## src/rtl/episode_trace_logger_if.sv

```systemverilog
// rtl/episode_trace_logger_if.sv - trace log output stream bundle (head entry, valid, ready)
interface episode_trace_logger_if;
    logic [15:0] log_data;
    logic        log_valid;
    logic        log_ready;

    // producer side: the logger presents entries and samples the consumer's ready
    modport master (
        output log_data,
        output log_valid,
        input  log_ready
    );

    // consumer side
    modport slave (
        input  log_data,
        input  log_valid,
        output log_ready
    );
endinterface

```

## src/rtl/episode_trace_logger.sv

```systemverilog
// rtl/episode_trace_logger.sv - step trace FIFO with sticky overflow; optional stats under TRACE_STATS_EN
module episode_trace_logger #(
    parameter int DEPTH      = 32,
    parameter int GOAL_STATE = 25
) (
    input  logic                         clk,
    input  logic                         rst_n,
    input  logic                         print,
    input  logic [5:0]                   current_st,
    input  logic [9:0]                   episode,
    episode_trace_logger_if.master       log,
    output logic [6:0]                   fifo_count,
    output logic                         overflow,
    output logic [9:0]                   goal_count,
    output logic [4:0]                   last_steps
);

    localparam int AW = $clog2(DEPTH);

    logic [15:0]   mem [DEPTH];
    logic [AW-1:0] wr_ptr;
    logic [AW-1:0] rd_ptr;
    logic          full;
    logic          pop;
    logic          wr_en;

    assign full  = (fifo_count == 7'(DEPTH));
    assign pop   = log.log_valid && log.log_ready;
    // a full FIFO still takes a write when the head leaves on the same edge
    assign wr_en = print && (!full || pop);

    assign log.log_valid = (fifo_count != 7'd0);
    // gated so the head reads as zero whenever nothing valid is stored
    assign log.log_data  = log.log_valid ? mem[rd_ptr] : 16'h0000;

    // entry storage; contents need no reset because log_valid qualifies them
    always_ff @(posedge clk) begin
        if (wr_en) begin
            mem[wr_ptr] <= {episode, current_st};
        end
    end

    // pointers, occupancy and sticky overflow
    always_ff @(posedge clk or negedge rst_n) begin
        if (!rst_n) begin
            wr_ptr     <= '0;
            rd_ptr     <= '0;
            fifo_count <= 7'd0;
            overflow   <= 1'b0;
        end else begin
            if (wr_en) begin
                wr_ptr <= wr_ptr + 1'b1;
            end
            if (pop) begin
                rd_ptr <= rd_ptr + 1'b1;
            end
            case ({wr_en, pop})
                2'b10:   fifo_count <= fifo_count + 7'd1;
                2'b01:   fifo_count <= fifo_count - 7'd1;
                default: fifo_count <= fifo_count;
            endcase
            if (print && !wr_en) begin
                overflow <= 1'b1;
            end
        end
    end

`ifdef TRACE_STATS_EN
    logic [4:0] step_cnt;
    logic [9:0] prev_episode;

    // per-episode step counting and goal tally, independent of FIFO state
    always_ff @(posedge clk or negedge rst_n) begin
        if (!rst_n) begin
            step_cnt     <= 5'd0;
            prev_episode <= 10'd0;
            last_steps   <= 5'd0;
            goal_count   <= 10'd0;
        end else begin
            prev_episode <= episode;
            if (episode != prev_episode) begin
                last_steps <= step_cnt;
                step_cnt   <= print ? 5'd1 : 5'd0;
            end else if (print && step_cnt != 5'd31) begin
                step_cnt <= step_cnt + 5'd1;
            end
            if (print && current_st == 6'(GOAL_STATE) && goal_count != 10'd1023) begin
                goal_count <= goal_count + 10'd1;
            end
        end
    end
`else
    assign goal_count = 10'd0;
    assign last_steps = 5'd0;
`endif

endmodule

```

## src/flat_wrapper.sv

```systemverilog
// flat-port wrapper written by rule: the top's interface ports become plain ports
module episode_trace_logger_flat 
#(
    parameter int DEPTH      = 32,
    parameter int GOAL_STATE = 25
)
  (clk, rst_n, print, current_st, episode, fifo_count, overflow, goal_count, last_steps, log_log_data, log_log_valid, log_log_ready);
  episode_trace_logger_if log_i ();
  input  logic clk;
  input  logic rst_n;
  input  logic print;
  input  logic [5:0] current_st;
  input  logic [9:0] episode;
  output logic [6:0] fifo_count;
  output logic overflow;
  output logic [9:0] goal_count;
  output logic [4:0] last_steps;
  output wire logic [$bits(log_i.log_data)-1:0] log_log_data;
  output wire logic [$bits(log_i.log_valid)-1:0] log_log_valid;
  input wire logic [$bits(log_i.log_ready)-1:0] log_log_ready;
  assign log_log_data = log_i.log_data;
  assign log_log_valid = log_i.log_valid;
  assign log_i.log_ready = log_log_ready;
  episode_trace_logger #(.DEPTH(DEPTH), .GOAL_STATE(GOAL_STATE)) u_core (.clk(clk), .rst_n(rst_n), .print(print), .current_st(current_st), .episode(episode), .log(log_i), .fifo_count(fifo_count), .overflow(overflow), .goal_count(goal_count), .last_steps(last_steps));
endmodule
```

## config.mk

```make
export PLATFORM = sky130hd
export DESIGN_NAME = episode_trace_logger_flat
export DESIGN_NICKNAME = d
export VERILOG_FILES = /design/src/rtl/episode_trace_logger_if.sv /design/src/rtl/episode_trace_logger.sv /design/src/flat_wrapper.sv
export SDC_FILE = /design/constraint.sdc
export NUM_CORES = 1
export LEC_CHECK = 0
export ABC_CLOCK_PERIOD_IN_PS = 3320
export CELL_PAD_IN_SITES_DETAIL_PLACEMENT = 0
export CELL_PAD_IN_SITES_GLOBAL_PLACEMENT = 1
export CORE_MARGIN = 5
export CORE_UTILIZATION = 52
export CTS_BUF_LIST = sky130_fd_sc_hd__clkbuf_4
export CTS_CLUSTER_SIZE = 10
export DETAILED_ROUTE_END_ITERATION = 6
export PLACE_DENSITY = 0.75
export SYNTH_ARGS = -nofsm -noshare
export SYNTH_HDL_FRONTEND = slang
export SYNTH_SLANG_ARGS = --single-unit
```

## constraint.sdc

```tcl
create_clock -name clk -period 3.32 [get_ports clk]
set_input_delay 0.996 -clock clk [delete_from_list [all_inputs] [get_ports clk]]
set_output_delay 0.996 -clock clk [all_outputs]
set_load 0.005 [all_outputs]
```

; ---- Word-level counts from Yosys, hierarchy flattened
; Memory sizes are Yosys's and may differ from the RTL's.
; Index checks and enable logic that the tools add are counted.
[word_totals]
out_inout_bits = 40
wordCells = 24
latch_bits = 0
n_memories = 1
ff_bits = 18
in_bits = 20
rom_bits = 0
mem_bits_rw = 512
[mem_list]
columns = memory, depth, width, read_ports, rd_clocked_by_memory_dff, write_ports, line
row1 = u_core.mem, 32, 16, 1, 0, 1, episode_trace_logger.sv:20  ; logic [15:0] mem [DEPTH];
[classes]
add_sub_neg = 4
shifts = 0
n_reduce_logical = 8
n_lt_le_gt_ge = 0
n_eq_ne = 3
n_div = 0
bitwise_logic = 0
multipliers = 0
mux = 4
[ops]
columns = operator, n
row1 = $mux W16, 1
row2 = $pmux W7 S2, 1
row3 = $add A5 B1 Y5 const B, 2
row4 = $add A7 B1 Y7 const B, 1
row5 = $eq A7 B6 Y1 const B, 1
row6 = $reduce_bool A7 Y1, 1
row7 = $sub A7 B1 Y7 const B, 1
row8 = $logic_and A1 B1 Y1, 3
row9 = $eq A2 B1 Y1 const B, 1
row10 = $eq A2 B2 Y1 const B, 1
row11 = $logic_not A1 Y1, 2
row12 = $mux W1, 2
row13 = $reduce_bool A2 Y1, 1
row14 = $logic_or A1 B1 Y1, 1

; ---- Longest topological paths before layout
; Gate-level depths: netlist of the first run.
[logic_depth]
word_depth = 6
depth_mapped = 10
ltp_nobuf = 10

; ---- Least setup slack after synthesis of the first run
; OpenSTA, ideal clock, no wires.
[synth_path]
path_kind = input -> register
start = input port log_log_ready
end = register u_core.fifo_count[5]
setup_time_ns = 0.125
arrival_time_ns = 2.767
path_buffers = 0
required_time_ns = 3.195
path_stages = 9
setup_slack_ns = 0.428
cell_sequence = a21boi_2 -> nand2_1 -> inv_1 -> ha_1 -> a21o_1 -> a311o_1 -> a21oi_1 -> xnor2_1 -> mux2_2
[synth_via]
elab_chain_len = 5
word_cells_on_any_way = 7
cone_classes = 2 x eq/ne / 1 x mux / 4 x reduce/logical
[synth_lines]
columns = item, line
row1 = from (decl), flat_wrapper.sv:20  ; input wire logic [$bits(log_i.log_ready)-1:0] log_log_ready;
row2 = $logic_and A1 B1 Y1 *, episode_trace_logger.sv:28  ; assign pop = log.log_valid && log.log_ready;
row3 = $logic_or A1 B1 Y1, episode_trace_logger.sv:30  ; assign wr_en = print && (!full || pop);
row4 = $logic_and A1 B1 Y1, episode_trace_logger.sv:30
row5 = $eq A2 B1 Y1 / $eq A2 B2 Y1 (equally long branches), episode_trace_logger.sv:57  ; case ({wr_en, pop})
row6 = $pmux W7 S2 / $reduce_bool A2 Y1 (equally long branches), -
row7 = to (signal assigned), episode_trace_logger.sv:58  ; 2'b10: fifo_count <= fifo_count + 7'd1;
row8 = to (signal assigned), episode_trace_logger.sv:59  ; 2'b01: fifo_count <= fifo_count - 7'd1;
row9 = to (signal assigned), episode_trace_logger.sv:60  ; default: fifo_count <= fifo_count;
row10 = to (decl), episode_trace_logger.sv:12  ; output logic [6:0] fifo_count,
; Mark *: on every way between the ends. The rest lies on a longest branch, timed or not.
; A chain may end at the register's enable or synchronous reset.

; ---- Worst setup path after layout of the first run
[layout_path]
start = register u_core.rd_ptr[0]
end = output port log_log_data[11]
[layout_via]
elab_chain_len = 2
[layout_lines]
columns = item, line
row1 = from (decl), episode_trace_logger.sv:22  ; logic [AW-1:0] rd_ptr;
row2 = from (signal assigned), episode_trace_logger.sv:55  ; rd_ptr <= rd_ptr + 1'b1;
row3 = $mem_v2 Z32 W16, -
row4 = $mux W16, episode_trace_logger.sv:34  ; assign log.log_data = log.log_valid ? mem[rd_ptr] : 16'h0000;
row5 = to (decl), flat_wrapper.sv:18  ; output wire logic [$bits(log_i.log_data)-1:0] log_log_data;
; No other way between the ends.

==> results of run 1 <==
[state kept, by name (all words and copies together) (netlist names)]
register           cells
u_core.mem           512
u_core.fifo_count      7
u_core.rd_ptr          5
u_core.wr_ptr          5
u_core.overflow        1
[metrics by stage]
stage	worst slack [ns]	std cells	utilization [%]	instance area [sq um]	setup TNS, ns
after floorplan	0.428	1040	-	20800	0
after global placement	-0.225	1668	58.4	23100	-1.97
after detailed placement	-0.239	1668	58.4	23100	-2.05
after CTS	-0.696	1920	64.6	25500	-10.23
after global routing	-0.771	1929	65.1	25700	-11.19
final	-0.650	1930	65.1	25700	-8.83
[power by group]
group	internal [mW]	switching [mW]	total, mW
Sequential	7.84	0.222	8.06
Clock	2.74	2.42	5.15
Combinational	4.51	4.04	8.55
Total	15.1	6.68	21.8
[synthesized netlist by cell type, drive strengths merged, types with 2 or more instances]
cell      n
edfxtp  512
xor2      2
a211oi   15
mux2i    62
nand4     2
o22ai    16
or2       2
a21oi    21
nor2     38
o21ai     5
a22oi    34
nand2    42
nor2b     4
o221ai   15
nand3     3
buf      39
nand3b    3
inv       7
dfrtp    18
and2      3
mux4     98
xnor2    10
mux2      5
ha       10
clkbuf   32
and3     15
[cell type report]
type | count | share of cell area [%]
Sequential cell | 530 | 61.5
Multi-Input combinational cell | 432 | 19.3
Timing Repair Buffer | 219 | 10.4
Clock buffer | 181 | 5.28
Tap cell | 525 | 2.55
Clock inverter | 34 | 0.817
Inverter | 7 | 0.117
Antenna cell | 2 | 0.0194
[logic make-up (layout without fill, tap and decap cells)]
kind of cell    after synthesis  in the layout  synth area share, %
fa+ha+maj                    11             11                0.700
flops                       530            530                 76.3
buf+inv                      78            441                 2.13
xor+xnor                     12             12                0.507
simple gates                116            116                 2.58
compound gates              113            113                 3.81
other cells                   1             17               0.0181
mux                         165            165                 13.9
[layout by cell type, fill, tap and decap left out, types with 12 or more instances in the layout]
master	instances
clkinv_1	20
mux4_2	98
a22oi_2	26
buf_6	35
buf_12	55
dfrtp_1	14
nand2_1	27
nor2_1	37
o221ai_1	15
clkbuf_4	181
edfxtp_1	512
nand2_2	14
buf_4	88
mux2i_1	55
and3_4	12
clkdlybuf4s50_1	27
conb_1	15
[worst max path at each step]
stage | startpoint | endpoint
floorplan | log_log_ready | u_core.fifo_count[5]
CTS | u_core.rd_ptr[0] | log_log_data[0]
global route | u_core.rd_ptr[0] | log_log_data[11]
global placement | u_core.rd_ptr[0] | log_log_data[11]
detailed placement | u_core.rd_ptr[0] | log_log_data[11]
finish | u_core.rd_ptr[0] | log_log_data[11]
[repair_timing]
| action | 4_1_cts | 5_1_grt |
|---|---|---|
| resized for setup | 179 | 40 |
| setup endpoints to repair | 17 | 17 |
| cloned | 5 | 0 |
| pin swaps | 46 | 33 |
| setup buffers | 35 | 12 |
[metal layers]
layer	track usage (%)	share of wire [%]	vias to the layer above	wire length (um)
met1	31.5	40	5693	19600
met5	0	0	-	0
met3	5.83	9.4	76	4560
met4	7.70	2.3	0	1100
met2	35.3	48	553	23400
li1	-	-	4869	-
==> reports/metrics.yaml, run 1 <==
crit_family: "buffers and inverters"
io_buffers: 44
status: "finished with violations"
fmax_mhz: 252
path_cells: "buf_12 > buf_16 > buf_12 > buf_6 > mux4_2 > a211oi_4 > nand2_1 > and3_4 > buf_6"
hold_depth: 1
gr-total-overflow: 0
synth.top_cell.area_share_pct: 74.2
cts.path.max_buffers: 3
coreArea_sq_um: 39500
r2r-end: "u_core.fifo_count[5]"
antenna_found_initial: 1
cp_data_required_time_ns: 2.32
cp.depth: 9
syn_avg_cell_area_sq_um: 20.2
ir_drop_uv: 522
synthArstFlopShare_pct: 3.40
register_area_sq_um: 15800
numClockSinks: 530
detail-route-antenna-nets: 0
finalSetupViolCount: 16
yosysWarningCount: 0
syn_area_sq_um: 20700
period_needed_ns: 3.97
firstDrtPassIters: 5
start_util_pct: 52.4
crit_slowest_cell: "dfrtp_4"
r2r_slack_ns: 0.70
fin_crit_sh_pct: 120
hold_class: "register to register"
multi_input_area_sq_um: 4970
clk_latency_ns: 0.80
vias_per_cell: 5.80
tightest_slew_ns: 0.668
whs_endpoint: "u_core.overflow"
die-width_um: 210
pin_count: 60
die_h_um: 210
grt_pass1_vias: 11700
gp_congestion: 0.754
p_per_area_nw_per_um2: 846
syn_inst: 1026
cpPeakStageDelay_ns: 0.50
path_buf_inv: 5
arrival_ns: 2.97
ys_types: 44
grt_max_degree: 34
r2r-start: "u_core.fifo_count[1]"
whs_ns: 0.477
yosys_most_used_dff: "edfxtp_1"
row_count: 73
numCtsBuffers: 136
grt_util_all_layers_pct: 22.6
routed_wl_um: 48600
dp_hpwl_um: 27700
dieArea_sq_um: 44000
synth.ff_latch_count: 530
violations: "setup timing"
synth-edff-count: 512
area_growth_pct: 24.1
critPathLaunchType: "register"
max_slew_margin_pct: 55.4
drtIter0Drc: 947
yosysTopAreaCell: "edfxtp_1"
min_from: "u_core.overflow"
cp_max_fo: 7
htreeDepth: 4
grt_pass1_wl_um: 72800
maxCapViolCount: 0
setup.worst_path.end_class: "output pin"
ys_seq_area_share_pct: 76.3
power.total_mw: 21.8
leakagePower_nw: 8.81
cts_tree: "yes"
num-nets-final: 1357
synth_area_leaders: "edfxtp_1 (74%), mux4_2 (11%), mux2i_1 (3.0%), dfrtp_1 (2.2%), a22oi_1 (1.2%)"
drive_gt1_share_pct: 42.2
vias: 11200
fin_worst_skew_ns: 0.0451
path_clk_slew_ns: 0.06
worstSetupPathType: "register to output pin"
wl_per_cell_um: 25.2
hold_viol_final: 0
rsz0062_at_grt: "yes"
slew_viol_final: 0
cts_root_buf: "clkbuf_4"
setup_ws_ns: -0.650
cts_hold_buffers: 0
fill_cells: 2635
r2r_cells: 11
drc: 0
No activity file was read; power rests on OpenSTA's default activity.
==> inputs of run 2 (changes only) <==
- CORE_UTILIZATION: 52 -> 38
- GPL_TIMING_DRIVEN: unset -> 0
- PLACE_DENSITY: 0.75 -> 0.57
- TNS_END_PERCENT: unset -> 1
==> run 2 against run 1 <==
Global-route usage decreased by 4.9 points. Sequential share of layout area decreased by 0.23 points. Cell count increased by 9.0%. Via count decreased by 3.4%. Setup slack got worse by 0.25 ns. Non-clock buffer count decreased by 24. Clock power increased by 8.7%. The flow still finishes with violations (setup timing).
==> reports/metrics.yaml, run 2 (synthesis gave the netlist of run 1 again) <==
routed_wl_um: 51800  # was 48600 um
cts.path.max_buffers: 3  # unchanged
numCtsBuffers: 143  # was 136
setup.worst_path.end_class: "output pin"  # unchanged
multi_input_area_sq_um: 5210  # was 4970 sq um
wl_met3_um: 2970  # was 4560 um
rsz0062_at_grt: "yes"  # unchanged
antenna_found_initial: 1  # unchanged
slew_viol_final: 0  # unchanged
gr-total-overflow: 0  # unchanged
hold_viol_final: 0  # unchanged
layout_commonest_cell: "edfxtp_1"  # unchanged
die-width_um: 244  # was 210 um
max_slew_margin_pct: 8.67  # was 55.4%
violations: "setup timing"  # unchanged
io_buffers: 44  # unchanged
pin_count: 60  # unchanged
tightest_slew_ns: 1.37  # was 0.668 ns
dieArea_sq_um: 59300  # was 44000 sq um
detail-route-antenna-nets: 0  # unchanged
maxCapViolCount: 0  # unchanged
drive_gt1_share_pct: 45.8  # was 42.2%
cts_hold_buffers: 0  # unchanged
crit_family: "buffers and inverters"  # unchanged
num-nets-final: 1340  # was 1357
numClockSinks: 530  # unchanged
drc: 0  # unchanged
layout_common_cells: "edfxtp_1 (512), clkbuf_4 (225), mux4_2 (98), mux2i_1 (47), buf_4 (45)"  # was edfxtp_1 (512), clkbuf_4 (181), mux4_2 (98), buf_4 (88)
dp_hpwl_um: 32400  # was 27700 um
cp.depth: 12  # was 9
grt_max_degree: 33  # was 34
area_growth_pct: 24.5  # was 24.1%
grt_util_all_layers_pct: 17.7  # was 22.6%
path_clk_slew_ns: 0.06  # about the same
hold_depth: 1  # unchanged
largestRegisters: "u_core.mem: 512 flops, u_core.fifo_count: 7 flops"  # unchanged
final_area_sq_um: 25800  # was 25700 sq um
pre_cts_slack_ns: -0.933  # was -0.239 ns
grt_pass1_vias: 11300  # was 11700
fmax_mhz: 237  # was 252 MHz
setup_ws_ns: -0.905  # was -0.650 ns
row_count: 85  # was 73
r2r_cells: 5  # was 11
final_cells: 2103  # was 1930
coreArea_sq_um: 53900  # was 39500 sq um
arrival_ns: 3.23  # was 2.97 ns
placed_cell_area_sq_um: 22700  # was 23100 sq um
grt_pass1_wl_um: 75400  # was 72800 um
path_cells: "buf_6 > buf_12 > buf_8 > buf_12 > buf_12 > buf_4 > mux2i_1 > o22ai_1 > a211oi_2 > nand2_2 > and3_4 > buf_2"  # was buf_12 > buf_16 > buf_12 > buf_6 > mux4_2 > a211oi_4 > nand2_1 > and3_4 > buf_6
path_buf_inv: 7  # was 5
status: "finished with violations"  # unchanged
wl_per_cell_um: 24.6  # was 25.2 um
drtIter0Drc: 710  # was 947
critPathLaunchType: "register"  # unchanged
worstSetupPathType: "register to output pin"  # unchanged
cts_tree: "yes"  # unchanged
wl_met1_um: 23400  # was 19600 um
period_needed_ns: 4.23  # was 3.97 ns
cp_max_fo: 6  # was 7
largest_reg_flops: 512  # unchanged
firstDrtPassIters: 4  # was 5
fill_cells: 4546  # was 2635
ir_drop_uv: 479  # was 522 uV
path_common_cell: "buf_12"
dr.max_layer_used: "met4"  # unchanged
whs_ns: 0.484  # was 0.477 ns
cp_data_required_time_ns: 2.32  # about the same
crit_slowest_cell: "dfrtp_1"  # was dfrtp_4
die_h_um: 244  # was 210 um
vias: 10800  # was 11200
register_area_sq_um: 15800  # about the same
hold_class: "register to register"  # unchanged
fin_worst_skew_ns: 0.0449  # was 0.0451 ns
route.met2.wl_um: 24600  # was 23400 um
finalSetupViolCount: 17  # was 16
start_util_pct: 38.4  # was 52.4%
fin_crit_sh_pct: 127  # was 120%
clk_latency_ns: 0.95  # was 0.80 ns
vias_per_cell: 5.14  # was 5.80
cts_root_buf: "clkbuf_4"  # unchanged
cpPeakStageDelay_ns: 0.41  # was 0.50 ns
leakagePower_nw: 8.70  # was 8.81 nW
placed_cells: 1812  # was 1668
gp_congestion: 0.788  # was 0.754
htreeDepth: 4  # unchanged
top_register: "u_core.mem"  # unchanged
p_per_area_nw_per_um2: 855  # was 846 nW/um^2
fin_tns_setup_ns: -14.52  # was -8.83 ns
## run 2: cell types whose count changed in the layout (fill, tap and decap cells not counted), sizes merged, moves of 2 or more
| cell | change |
|---|---|
| diode | +2 |
| clkinv | -8 |
| bufinv | -2 |
| buf | -47 |
| clkbuf | +69 |
| inv | -4 |
| clkdlybuf4s50 | -9 |
## run 2: timing repair
item	CTS	global route
gates cloned	4	0
endpoints found under the setup margin	17	17
pin swaps	69	8
resized for setup	265	13
buffers inserted	44	0
## run 2: stage by stage
step,power (mW),utilization [%]
after floorplan,12.0,-
after global placement,14.6,41.0
after detailed placement,14.8,42.2
after CTS,22.3,47.8
after global routing,23.2,47.9
final,22.1,47.9
## run 2: where the power goes
part           leakage [nW]  internal (mW)  switching [mW]
combinational          2.81           4.06            4.39
sequential             4.83           7.83           0.195
clock                  1.06           3.05            2.55
total                  8.70           14.9            7.13
## run 2: routing by layer
layer	up-vias	global-route usage (%)
li1	4844	-
met1	5578	24.6
met2	329	27.3
met3	62	4.89
met4	0	5.59
met5	-	0
## run 2: layout make-up
cell class                 count  area share (%)
sequential                   530            61.3
multi-input combinational    432            20.2
inverter                       7           0.102
buffer                        71            2.49
antenna                        4          0.0388
timing repair buffer         124            5.73
clock inverter                19           0.378
clock buffer                 220            6.40
tap                          696            3.37
## run 2: worst paths after layout
| kind | startpoint | to | slack [ns] |
|---|---|---|---|
| worst max register to register | u_core.fifo_count[0] | u_core.mem[16][11] | 0.19 |
| min in group asynchronous | rst_n | u_core.wr_ptr[1] | 0.59 |
| max in group asynchronous | rst_n | u_core.wr_ptr[2] | 2.12 |
| worst min-delay path | u_core.overflow | u_core.overflow | 0.48 |
| worst min register to register | u_core.overflow | u_core.overflow | 0.48 |
| worst max-delay path | u_core.rd_ptr[0] | log_log_data[5] | -0.91 |
==> inputs of run 3 (changes only) <==
- CORE_MARGIN: 5 -> unset
==> run 3 against run 2 <==
Count of clock-buffer cells in the layout is 11 lower. Critical path type unchanged. Critical path depth is 2 lower. Highest routed layer unchanged. The flow still finishes with violations (setup timing). Die area is 6.5% lower. Largest power group unchanged. Flip-flop and latch count stayed put. Combinational power is 0.5% higher. Global-route usage is 1.4 points higher.
==> reports/metrics.yaml, run 3 (synthesis gave the netlist of run 1 again) <==
violations: "setup timing"  # unchanged
top_register: "u_core.mem"  # unchanged
crit_path_end: "log_log_data[8]"  # was log_log_data[5]
final_cells: 2122  # was 2103
worstSetupPathType: "register to output pin"  # unchanged
fmax_mhz: 235  # was 237 MHz
path_clk_slew_ns: 0.06  # about the same
cts.path.max_buffers: 3  # unchanged
area_growth_pct: 24.5  # about the same
critPathLaunchType: "register"  # unchanged
setup_ws_ns: -0.933  # was -0.905 ns
register_area_sq_um: 15800  # unchanged
placed_cells: 1809  # was 1812
cts_root_buf: "clkbuf_4"  # unchanged
drc: 0  # unchanged
p_per_area_nw_per_um2: 854  # was 855 nW/um^2
hold_class: "register to register"  # unchanged
cp_max_fo: 8  # was 6
cp_data_required_time_ns: 2.32  # about the same
p_int_mw: 14.8  # was 14.9 mW
largest_reg_flops: 512  # unchanged
grt_pass1_wl_um: 74600  # was 75400 um
layout_commonest_cell: "edfxtp_1"  # unchanged
dieArea_sq_um: 55500  # was 59300 sq um
cts_tree: "yes"  # unchanged
finalSetupViolCount: 17  # unchanged
fill_cells: 4643  # was 4546
multi_input_area_sq_um: 5310  # was 5210 sq um
final_util_pct: 48.0  # was 47.9%
r2r_slack_ns: 0.11  # was 0.19 ns
antenna_found_initial: 2  # was 1
crit_start: "u_core.rd_ptr[0]"  # unchanged
numCtsBuffers: 144  # was 143
largestRegisters: "u_core.mem: 512 flops, u_core.fifo_count: 7 flops"  # unchanged
status: "finished with violations"  # unchanged
drtIter0Drc: 789  # was 710
grt_max_degree: 33  # unchanged
vias_per_cell: 5.19  # was 5.14
clk_latency_ns: 0.96  # was 0.95 ns
ir_drop_uv: 393  # was 479 uV
rsz0062_at_grt: "yes"  # unchanged
gp_congestion: 0.784  # was 0.788
firstDrtPassIters: 5  # was 4
maxCapViolCount: 0  # unchanged
gr-total-overflow: 0  # unchanged
arrival_ns: 3.26  # was 3.23 ns
row_count: 85  # unchanged
vias: 11000  # was 10800
p_sw_mw: 7.26  # was 7.13 mW
clock_power_share_pct: 25.1  # was 25.4%
slew_viol_final: 0  # unchanged
layout_common_cells: "edfxtp_1 (512), clkbuf_4 (216), mux4_2 (98), buf_4 (71), mux2i_1 (41)"  # was edfxtp_1 (512), clkbuf_4 (225), mux4_2 (98), mux2i_1 (47), buf_4 (45)
fin_crit_sh_pct: 128  # was 127%
hold_viol_final: 0  # unchanged
r2r_cells: 5  # unchanged
wl_per_cell_um: 24.5  # was 24.6 um
num-nets-final: 1351  # was 1340
drive_gt1_share_pct: 44.9  # was 45.8%
grt_pass1_vias: 11200  # was 11300
io_buffers: 44  # unchanged
p_seq_share_pct: 36.4  # about the same
coreArea_sq_um: 53800  # was 53900 sq um
r2r-start: "u_core.fifo_count[5]"  # was u_core.fifo_count[0]
combPwrFrac_pct: 38.5  # was 38.2%
p_sw_share_pct: 32.9  # was 32.3%
dp_hpwl_um: 32300  # was 32400 um
fin_worst_skew_ns: 0.0420  # was 0.0449 ns
tightest_slew_ns: 1.36  # was 1.37 ns
max_slew_margin_pct: 9.03  # was 8.67%
die-width_um: 236  # was 244 um
detail-route-antenna-nets: 0  # unchanged
routed_wl_um: 52000  # was 51800 um
r2r-end: "u_core.mem[10][6]"  # was u_core.mem[16][11]
leakagePower_nw: 8.75  # was 8.70 nW
htreeDepth: 4  # unchanged
start_util_pct: 38.5  # was 38.4%
grt_util_all_layers_pct: 19.1  # was 17.7%
cts_hold_buffers: 0  # unchanged
period_needed_ns: 4.25  # was 4.23 ns
setup.worst_path.end_class: "output pin"  # unchanged
pin_count: 60  # unchanged
numClockSinks: 530  # unchanged
die_h_um: 236  # was 244 um
-- run 3: layout make-up --
cell class / count / area share (%)
Antenna cell: 3 / 0.0291
Buffer: 71 / 2.45
Clock buffer: 209 / 6.08
Clock inverter: 40 / 0.606
Inverter: 7 / 0.102
Multi-Input combinational cell: 432 / 20.6
Sequential cell: 530 / 61.3
Tap cell: 696 / 3.37
Timing Repair Buffer: 134 / 5.49
-- run 3: how the worst min path moves through the flow --
| stage | start | to | slack [ns] | cells past startpoint |
|---|---|---|---|---|
| 2_1_floorplan | u_core.overflow | u_core.overflow | 0.46 | 1 |
| 3_3_place_gp | u_core.overflow | u_core.overflow | 0.48 | 1 |
| 3_5_place_dp | u_core.overflow | u_core.overflow | 0.50 | 1 |
| 4_1_cts | rst_n | u_core.fifo_count[5] | 0.46 | 1 |
| 5_1_grt | rst_n | u_core.fifo_count[5] | 0.54 | 1 |
| 6_report | u_core.overflow | u_core.overflow | 0.51 | 1 |
-- run 3: metrics by stage --
| step | TNS (ns) | worst slack (ns) | power (mW) | hold WS, ns | area (sq um) |
|---|---|---|---|---|---|
| global placement | -591.99 | -1.31 | 14.6 | 0.481 | 22100 |
| finish | -14.67 | -0.933 | 22.0 | 0.507 | 25800 |
| global route | -17.51 | -1.09 | 23.1 | 0.542 | 25800 |
| detailed placement | -234.42 | -0.976 | 14.8 | 0.499 | 22700 |
| CTS | -21.66 | -1.34 | 21.0 | 0.459 | 24800 |
| floorplan | 0 | 0.428 | 12.0 | 0.460 | 20800 |
-- run 3: power groups by stage --
stage          clock [mW]  sequential, mW  combinational [mW]
5_1_grt              6.10            8.06                8.98
6_report             5.54            8.03                8.48
3_5_place_dp            0            8.16                6.64
3_3_place_gp            0            8.16                6.47
2_1_floorplan           0            8.10                3.90
4_1_cts              5.73            8.03                7.25
-- run 3: critical path, cell delays in order, from the launching register on --
cell and delay [ns]:
dfrtp_1 0.41, buf_6 0.16, buf_6 0.12, buf_12 0.13, buf_4 0.13, buf_4 0.12
mux4_2 0.45, a211oi_4 0.28, nand2_2 0.18, and3_4 0.21, clkbuf_2 0.11
-- run 3: repair_timing --
action,in CTS,in global routing
hold endpoints to repair,0,0
pin swaps,23,47
cloned,0,1
setup buffers,1,59
setup endpoints to repair,17,49
gates resized for setup,110,156
-- run 3: metal layers --
layer,track usage (%),share of wire (%),up-vias
li1,-,-,4880
met1,26.4,45,5721
met2,28.0,46,333
met3,5.58,5.5,79
met4,8.24,2.9,0
met5,0,0,-
